$ cat src/rtl/chiplet_types_pkg.sv
// Shared chiplet types: flit format plus the TX PHY arbiter pointer/state types.
package chiplet_types_pkg;

  typedef logic [31:0] flit_t;

  localparam int unsigned PHY_ARB_MAX_REQ = 8;

  typedef logic [2:0] arb_ptr_t;

  typedef enum logic {
    StEmpty,
    StFull
  } phy_arb_state_e;

  // Advance a round-robin pointer past the granted requester, wrapping at num_req.
  function automatic arb_ptr_t arb_ptr_inc(arb_ptr_t ptr, int unsigned num_req);
    if (32'(ptr) + 32'd1 >= num_req) begin
      return '0;
    end
    return ptr + 3'd1;
  endfunction

endpackage

$ cat src/rtl/phy_tx_arbiter_if.sv
// Requester and PHY-side signal group of the TX arbiter; master is the arbiter, slave its
// environment (requesters plus PHY encoder).
interface phy_tx_arbiter_if #(
  parameter int unsigned NUM_REQ = 4
) ();
  import chiplet_types_pkg::*;

  logic [NUM_REQ-1:0] req_valid;
  flit_t              req_flit [NUM_REQ];
  logic [NUM_REQ-1:0] req_ready;
  logic               data_ready;
  flit_t              flit;
  logic               buffer_full;
  logic [7:0]         stall_cnt;
  logic               stall_err;

  modport master (
    input  req_valid, req_flit, buffer_full,
    output req_ready, data_ready, flit, stall_cnt, stall_err
  );

  modport slave (
    output req_valid, req_flit, buffer_full,
    input  req_ready, data_ready, flit, stall_cnt, stall_err
  );

endinterface

$ cat src/rtl/rr_arbiter.sv
// Combinational round-robin picker: first set request at or above i_ptr, else lowest set request.
module rr_arbiter
  import chiplet_types_pkg::*;
#(
  parameter int unsigned NUM_REQ = 4
) (
  input  logic [NUM_REQ-1:0] i_req,
  input  arb_ptr_t           i_ptr,
  output logic [NUM_REQ-1:0] o_gnt
);

  logic [NUM_REQ-1:0] w_hi;
  logic [NUM_REQ-1:0] w_gnt_hi;
  logic [NUM_REQ-1:0] w_gnt_lo;

  assign w_hi = i_req & ({NUM_REQ{1'b1}} << i_ptr);

  // Scanning downward lets the lowest set bit win in each half.
  always_comb begin
    w_gnt_hi = '0;
    w_gnt_lo = '0;
    for (int i = int'(NUM_REQ) - 1; i >= 0; i--) begin
      if (w_hi[i]) begin
        w_gnt_hi    = '0;
        w_gnt_hi[i] = 1'b1;
      end
      if (i_req[i]) begin
        w_gnt_lo    = '0;
        w_gnt_lo[i] = 1'b1;
      end
    end
  end

  assign o_gnt = (|w_hi) ? w_gnt_hi : w_gnt_lo;

endmodule

$ cat src/rtl/phy_tx_arbiter.sv
// Round-robin arbiter sharing one TX PHY lane between NUM_REQ flit sources.
// Optional stall counter/timeout built only when PHY_TX_ARB_STALL_EN is defined.
module phy_tx_arbiter
  import chiplet_types_pkg::*;
#(
  parameter int unsigned NUM_REQ   = 4,
  parameter int unsigned MAX_STALL = 255
) (
  input logic             CLK,
  input logic             nRST,
  phy_tx_arbiter_if.master arb_bus
);

  if (NUM_REQ < 2 || NUM_REQ > PHY_ARB_MAX_REQ || MAX_STALL > 255) begin : g_param_check
    $error("phy_tx_arbiter: illegal NUM_REQ or MAX_STALL");
  end

  phy_arb_state_e     r_state;
  phy_arb_state_e     w_state_next;
  arb_ptr_t           r_rr_ptr;
  arb_ptr_t           w_gidx;
  flit_t              r_flit;
  flit_t              w_sel_flit;
  logic [NUM_REQ-1:0] w_gnt;
  logic               w_transfer;
  logic               w_load;

  rr_arbiter #(
    .NUM_REQ(NUM_REQ)
  ) u_rr_arbiter (
    .i_req(arb_bus.req_valid),
    .i_ptr(r_rr_ptr),
    .o_gnt(w_gnt)
  );

  // nRST gates load so no requester is acked for a flit that reset would drop.
  always_comb begin
    w_transfer   = (r_state == StFull) && !arb_bus.buffer_full;
    w_load       = nRST && ((r_state == StEmpty) || w_transfer) && (|arb_bus.req_valid);
    w_state_next = r_state;
    unique case (r_state)
      StEmpty: if (w_load) w_state_next = StFull;
      StFull:  if (w_transfer && !w_load) w_state_next = StEmpty;
      default: w_state_next = StEmpty;
    endcase
  end

  always_comb begin
    w_sel_flit = '0;
    w_gidx     = '0;
    for (int i = 0; i < int'(NUM_REQ); i++) begin
      if (w_gnt[i]) begin
        w_sel_flit = w_sel_flit | arb_bus.req_flit[i];
        w_gidx     = arb_ptr_t'(i);
      end
    end
  end

  always_ff @(posedge CLK) begin
    if (!nRST) begin
      r_state  <= StEmpty;
      r_flit   <= '0;
      r_rr_ptr <= '0;
    end else begin
      r_state <= w_state_next;
      if (w_load) begin
        r_flit   <= w_sel_flit;
        r_rr_ptr <= arb_ptr_inc(w_gidx, NUM_REQ);
      end
    end
  end

  assign arb_bus.req_ready  = w_load ? w_gnt : '0;
  assign arb_bus.data_ready = (r_state == StFull);
  assign arb_bus.flit       = r_flit;

`ifdef PHY_TX_ARB_STALL_EN
  logic [7:0] r_stall_cnt;
  logic [7:0] w_stall_cnt_next;
  logic       r_stall_err;

  always_comb begin
    w_stall_cnt_next = r_stall_cnt;
    if (w_transfer) begin
      w_stall_cnt_next = '0;
    end else if ((r_state == StFull) && arb_bus.buffer_full && (r_stall_cnt != 8'hFF)) begin
      w_stall_cnt_next = r_stall_cnt + 8'd1;
    end
  end

  // Error flags on the same edge the count reaches the limit and is sticky until reset.
  always_ff @(posedge CLK) begin
    if (!nRST) begin
      r_stall_cnt <= '0;
      r_stall_err <= 1'b0;
    end else begin
      r_stall_cnt <= w_stall_cnt_next;
      if (32'(w_stall_cnt_next) >= MAX_STALL) begin
        r_stall_err <= 1'b1;
      end
    end
  end

  assign arb_bus.stall_cnt = r_stall_cnt;
  assign arb_bus.stall_err = r_stall_err;
`else
  assign arb_bus.stall_cnt = '0;
  assign arb_bus.stall_err = 1'b0;
`endif

endmodule

$ cat src/flat_wrapper.sv
// flat-port wrapper written by rule: the top's interface ports become plain ports
module phy_tx_arbiter_flat import chiplet_types_pkg::*;
#(
  parameter int unsigned NUM_REQ   = 4,
  parameter int unsigned MAX_STALL = 255
)
  (CLK, nRST, arb_bus_req_valid, arb_bus_req_flit, arb_bus_buffer_full, arb_bus_req_ready, arb_bus_data_ready, arb_bus_flit, arb_bus_stall_cnt, arb_bus_stall_err);
  phy_tx_arbiter_if #(.NUM_REQ(NUM_REQ)) arb_bus_i ();
  input logic CLK;
  input logic nRST;
  input wire logic [$bits(arb_bus_i.req_valid)-1:0] arb_bus_req_valid;
  input wire logic [$bits(arb_bus_i.req_flit)-1:0] arb_bus_req_flit;
  input wire logic [$bits(arb_bus_i.buffer_full)-1:0] arb_bus_buffer_full;
  output wire logic [$bits(arb_bus_i.req_ready)-1:0] arb_bus_req_ready;
  output wire logic [$bits(arb_bus_i.data_ready)-1:0] arb_bus_data_ready;
  output wire logic [$bits(arb_bus_i.flit)-1:0] arb_bus_flit;
  output wire logic [$bits(arb_bus_i.stall_cnt)-1:0] arb_bus_stall_cnt;
  output wire logic [$bits(arb_bus_i.stall_err)-1:0] arb_bus_stall_err;
  assign arb_bus_i.req_valid = arb_bus_req_valid;
  assign arb_bus_i.req_flit = {>>{arb_bus_req_flit}};
  assign arb_bus_i.buffer_full = arb_bus_buffer_full;
  assign arb_bus_req_ready = arb_bus_i.req_ready;
  assign arb_bus_data_ready = arb_bus_i.data_ready;
  assign arb_bus_flit = arb_bus_i.flit;
  assign arb_bus_stall_cnt = arb_bus_i.stall_cnt;
  assign arb_bus_stall_err = arb_bus_i.stall_err;
  phy_tx_arbiter #(.NUM_REQ(NUM_REQ), .MAX_STALL(MAX_STALL)) u_core (.CLK(CLK), .nRST(nRST), .arb_bus(arb_bus_i));
endmodule
$ cat config.mk
export PLATFORM = sky130hd
export DESIGN_NAME = phy_tx_arbiter_flat
export DESIGN_NICKNAME = d
export VERILOG_FILES = /design/src/rtl/chiplet_types_pkg.sv /design/src/rtl/phy_tx_arbiter_if.sv /design/src/rtl/rr_arbiter.sv /design/src/rtl/phy_tx_arbiter.sv /design/src/flat_wrapper.sv
export SDC_FILE = /design/constraint.sdc
export NUM_CORES = 1
export LEC_CHECK = 0
export CAP_MARGIN = 20
export CORE_UTILIZATION = 35
export DETAILED_ROUTE_END_ITERATION = 7
export PLACE_DENSITY = 0.86
export SLEW_MARGIN = 10
export SYNTH_ARGS = -nofsm -noshare
export SYNTH_HDL_FRONTEND = slang
export SYNTH_SLANG_ARGS = --single-unit
$ cat constraint.sdc
create_clock -name CLK -period 2.7 [get_ports CLK]
set_input_delay 0.405 -clock CLK [delete_from_list [all_inputs] [get_ports CLK]]
set_output_delay 0.405 -clock CLK [all_outputs]
set_load 0.01 [all_outputs]
[Yosys cells after proc, flatten, opt, wreduce, memory -nomap -nowiden]
Cells that the tools add are included.
Word-level totals
  flip-flop bits (word level): 36
  bits of input ports: 135
  memories kept: 0
  word-level logic and storage cells: 46
  memory bits (writable): 0
  bits in latches: 0
  output and inout port bits: 46
  ROM bits: 0
Operators by class
  eq/ne operators: 0
  divide/modulo/power cells: 0
  mux-type cells: 25
  order comparisons: 1
  add/sub/neg operators: 2
  $mul: 0
  shifts and indexed selects: 1
  reduce and logical (&&, ||, !) cells: 9
  bitwise gates (word level): 5
Operators by type and width (count)
  $mux 32: 4
  $or 32x32->32: 3
  $mux 4: 10
  $ge 32x3->1 const B: 1
  $reduce_or 4->1: 2
  $add 2x1->3 const B: 2
  $mux 1: 6
  $mux 3: 2
  $and 4x4->4: 1
  $logic_and 1x1->1: 4
  $mux 2: 2
  $shl 4x3->4 const A: 1
  $logic_not 1->1: 2
  $pmux 1 s2: 1
  $logic_or 1x1->1: 1
  $not 1->1: 1

[Longest topological paths before layout]
  depth after elaboration: 16
  depth in mapped cells: 9
  gate-level depth less buffers: 7

[Modules after synthesis]
From an unflattened synthesis, not the netlist that was laid out.
Unflattened totals
  cell total of the unflattened synthesis: 246
  area total of the unflattened synthesis: 2199.6 um2
Modules (own cells, without submodules)
  phy_tx_arbiter: cells each 227, area an instance 2069.5 um2, times used 1, seq. area each 720.7 um2
  rr_arbiter: cells each 19, area an instance 130.1 um2, times used 1, seq. area each 0.0 um2

[Worst setup path after synthesis]
OpenSTA, ideal clock, no wires.
  path kind: reg-to-reg
  start point: register u_core.r_rr_ptr[2]
  end point: register u_core.r_rr_ptr[0]
  period minus slack after synthesis: 1.893 ns
  data arrival time: 1.810 ns
  cell stages (with the launch flop): 9
  library setup time: 0.083 ns
  path slack: 0.807 ns
  buffers on the path: 2
  data required time: 2.617 ns
  cell sequence: dfxtp_1 -> buf_6 -> nand2b_2 -> nand4_1 -> a22oi_4 -> buf_6 -> or3_1 -> ha_1 -> o31ai_4
On the way
  cells in the longest elaborated chain, start to end: 15
  elaborated cells between the ends (all ways): 18
  classes of those cells: add/sub: 2; order compare: 1; shift: 1; mux: 12; bitwise: 1; reduce/logical: 1
RTL lines
  from (decl): line phy_tx_arbiter.sv:20  | arb_ptr_t r_rr_ptr;
  from (signal assigned): line phy_tx_arbiter.sv:68  | r_rr_ptr <= arb_ptr_inc(w_gidx, NUM_REQ);
  $shl 4x3->4 *: line rr_arbiter.sv:16  | assign w_hi = i_req & ({NUM_REQ{1'b1}} << i_ptr);
  $and 4x4->4 *: line rr_arbiter.sv:16
  $mux 4 (3 in a row): line rr_arbiter.sv:23  | if (w_hi[i]) begin
  $mux 4 *: line rr_arbiter.sv:34  | assign o_gnt = (|w_hi) ? w_gnt_hi : w_gnt_lo;
  $mux 1: line phy_tx_arbiter.sv:52  | if (w_gnt[i]) begin
  $mux 2: line phy_tx_arbiter.sv:52
  $mux 2 *: line phy_tx_arbiter.sv:52
  $add 2x1->3: line chiplet_types_pkg.sv:17, chiplet_types_pkg.sv:20
  $ge 32x3->1: line chiplet_types_pkg.sv:17  | if (32'(ptr) + 32'd1 >= num_req) begin
  $mux 1: line chiplet_types_pkg.sv:17
  $mux 1: line phy_tx_arbiter.sv:66  | if (w_load) begin
  $mux 1: line phy_tx_arbiter.sv:60  | if (!nRST) begin
  $mux 3 *: line chiplet_types_pkg.sv:20  | return ptr + 3'd1;
Every way passes the cells marked *; elsewhere a longest branch is shown, timed or not. The select of a mux whose other input is x is not followed.
A chain may end at the register's enable or synchronous reset.

[Worst setup path after layout]
  start point: input arb_bus_req_valid[1]
  end point: output arb_bus_req_ready[3]
On the way
  cells in the longest elaborated chain, start to end: 5
  elaborated cells between the ends (all ways): 10
  classes of those cells: mux: 6; bitwise: 1; reduce/logical: 3
RTL lines
  from (decl): line flat_wrapper.sv:11  | input wire logic [$bits(arb_bus_i.req_valid)-1:0] arb_bus_req_valid;
  $and 4x4->4: line rr_arbiter.sv:16
  $mux 4 (2 in a row): line rr_arbiter.sv:23
  $mux 4: line rr_arbiter.sv:34
  $mux 4 *: line phy_tx_arbiter.sv:73  | assign arb_bus.req_ready = w_load ? w_gnt : '0;
  to (decl): line flat_wrapper.sv:14  | output wire logic [$bits(arb_bus_i.req_ready)-1:0] arb_bus_req_ready;
Every way passes the cells marked *; elsewhere a longest branch is shown, timed or not.

==> results.toml <==
[layout]
syn2layout_area_growth_pct = 71.7
fin_nets = 574
num_antenna_cells = 0
fill_cells = 621
fin_area_sq_mm = 0.00427
drive_gt1_frac = 0.105

[route]
ant_nets = 0
finalWirelength_mm = 9.87
via_per_inst = 6.02
dr.pass1.iters = 7
drc = 0
drt_iter0_markers = 276
wl_per_cell_um = 18.4
via_count = 3221

[floorplan]
top_level_ports = 181
initial_utilization = 0.364
die_w_um = 86.3
rows = 30
die-area_sq_mm = 0.00744
core_sq_mm = 0.00683
die_h_um = 86.3

[synth]
yosysWarnings = 0
synthCells = 279
synth_compound_area_frac = 0.457
synth_top_family_by_area = "compound AO/OA/AOI/OAI gates"
synth.distinct_cells = 35
syn_area_sq_mm = 0.00248
yosys.area_share.xor_xnor = 0
synth_fa_ha_area_frac = 0.00504
synth_ff_type = "dfxtp_1"
synth-simple-area-share = 0.133
synth_edf_count = 0
synthArstFlopShare = 0
synth-seq-cells = 36
synth-seq-area-share = 0.290
synth.avg_cell_area_sq_um = 8.91
synthMuxAreaShare = 0

[worst_setup_path]
cp-end-kind = "output pin"
critical-path-max-stage-delay_ps = 570
crit_family = "buffers and inverters"
critical_path_class = "primary input to output pin"
timing.critical_path.buf_inv = 3
start_kind = "primary input"
cp_max_fo = 4
worstPathRequired_ps = 2300
crit_path_top_delay_cell = "clkdlybuf4s50_1"
crit_arrival_ps = 2240
crit_chain = "clkdlybuf4s50_1 -> inv_1 -> nand2_2 -> a211oi_4 -> nor2_1 -> nor2_1 -> clkdlybuf4s50_1"

[clock_tree]
worstSkewPairLatency_ps = 290
numCtsBuffers = 5
cts_buffer_depth = 2
clkTransAtPathRegs_ps = 70
ctsResizeCount = 0
cts_tree = "built"
clockRootBuffer = "clkbuf_8"
htree_levels = 2
cts_sinks = 36
cts_hold_buf = 0
cts_setup_buffers = 0

[place]
placed_area_sq_mm = 0.00417
globalplace.congestion = 0.766
place_ws_ps = 64.1
io_buffer_count = 171
hpwl_mm = 7.01

[sta]
hold_ws_ps = 493
fmax_mhz = 378
period_needed_ps = 2650
finalHoldViolCount = 0
rsz0062_at_grt = "no"
setup_slack_ps = 51.9
setup_tns_ps = 0
setup_viol = 0
finalClockSkew_ps = 6.92
timing.final.crit_share = 0.981
drv_slew = 0

[global_route]
gr-total-overflow = 0
grt_pass1_vias = 3283
grt_max_degree = 37
antenna_found_initial = 0
track_usage = 0.255
grt_first_pass_wirelength_mm = 15.1

[pwr]
ir_drop_v = 0.000199
leakagePower_nw = 1.54
p_per_area_mw_per_mm2 = 491

[hold_path]
hold_class = "register to register"

[run_status]
status = "finished clean"

[job]
max_cap_viol_count = 0
[per-layer routing]
metal / routed length, um / track usage
met1: 3650 / 0.275
met5: 0 / 0
met4: 193 / 0.108
met2: 5120 / 0.476
met3: 903 / 0.0562
[flip-flops by register name (all words and copies together) (netlist names)]
| name | cells |
|---|---|
| u_core.arb_bus.flit | 32 |
| u_core.arb_bus.data_ready | 1 |
| u_core.r_rr_ptr | 3 |
[worst paths after layout]
path / from / endpoint / slack, ps / cells past startpoint
setup / recovery: arb_bus_req_valid[1] / arb_bus_req_ready[3] / 50 / 7
hold / removal: u_core.arb_bus.data_ready$_SDFF_PN0_ / u_core.arb_bus.data_ready$_SDFF_PN0_ / 490 / 2
setup reg to reg: u_core.r_rr_ptr[2]$_SDFFE_PN0P_ / u_core.r_rr_ptr[1]$_SDFFE_PN0P_ / 490 / 8
hold reg to reg: u_core.arb_bus.data_ready$_SDFF_PN0_ / u_core.arb_bus.data_ready$_SDFF_PN0_ / 490 / 2
[cell type report]
| type | count | area [sq um] | share of cell area |
|---|---|---|---|
| clock buffers | 8 | 90.1 | 0.0211 |
| inverters | 3 | 11.3 | 0.00264 |
| multi-input cells | 209 | 1520 | 0.356 |
| flip-flops and latches | 36 | 721 | 0.169 |
| well taps | 96 | 120 | 0.0282 |
| repair buffers | 183 | 1800 | 0.423 |
[per-stage QoR]
| stage | std cells | power [W] | util |
|---|---|---|---|
| 2_1_floorplan | 287 | 0.00121 | - |
| 3_5_place_dp | 527 | 0.00170 | 0.611 |
| 4_1_cts | 535 | 0.00209 | 0.624 |
| 3_3_place_gp | 527 | 0.00167 | 0.611 |
| 5_1_grt | 535 | 0.00220 | 0.625 |
| 6_report | 535 | 0.00209 | 0.625 |
[power by group]
part / switching (W) / internal [W] / total (W)
logic: 0.000473 / 0.000538 / 0.00101
registers: 0.0000581 / 0.000625 / 0.000683
clock network: 0.000191 / 0.000208 / 0.000400
[Yosys cell counts, drive strengths merged (2+ instances only)]
master	instances	area, sq um
nand2	38	145
dfxtp	36	721
a21oi	33	165
a221oi	33	358
a222oi	32	320
a31oi	32	200
buf	30	238
clkbuf	9	33.8
nor2	9	56.3
nand2b	4	30.0
inv	3	11.3
or3	3	28.8
a21boi	2	18.8
nand3	2	10.0
nor3	2	26.3
[placed cells by master, fill, tap and decap left out, types with 2 or more instances in the layout]
cell and count:
a21oi_1 33, a221oi_1 22, a221oi_2 11, a222oi_1 32, a31oi_1 32, buf_4 12
clkbuf_1 2, clkbuf_8 6, clkdlybuf4s50_1 170, conb_1 9, dfxtp_1 36, inv_1 3
nand2_1 37, nand2b_1 2, nand2b_2 2, nand3_1 2, nor2_1 5, nor2_4 3
nor3_4 2, or3_4 2
[worst min-delay path: cells and delay by family, from the launching register on]
family | cells | cell delay (ps)
AO/OA/AOI/OAI | 1 | 70
AND/OR/NAND/NOR | 1 | 60
flip-flops | 1 | 310
[cells by family (layout without fill, tap and decap cells)]
kind of cell | after synthesis | count (layout)
adder cells (fa/ha/maj) | 1 | 1
other | 1 | 9
AO/OA/AOI/OAI | 136 | 136
flip-flops | 36 | 36
AND/OR/NAND/NOR | 63 | 63
buffers and inverters | 42 | 194
Note: power is estimated with default switching activity, not from simulation.
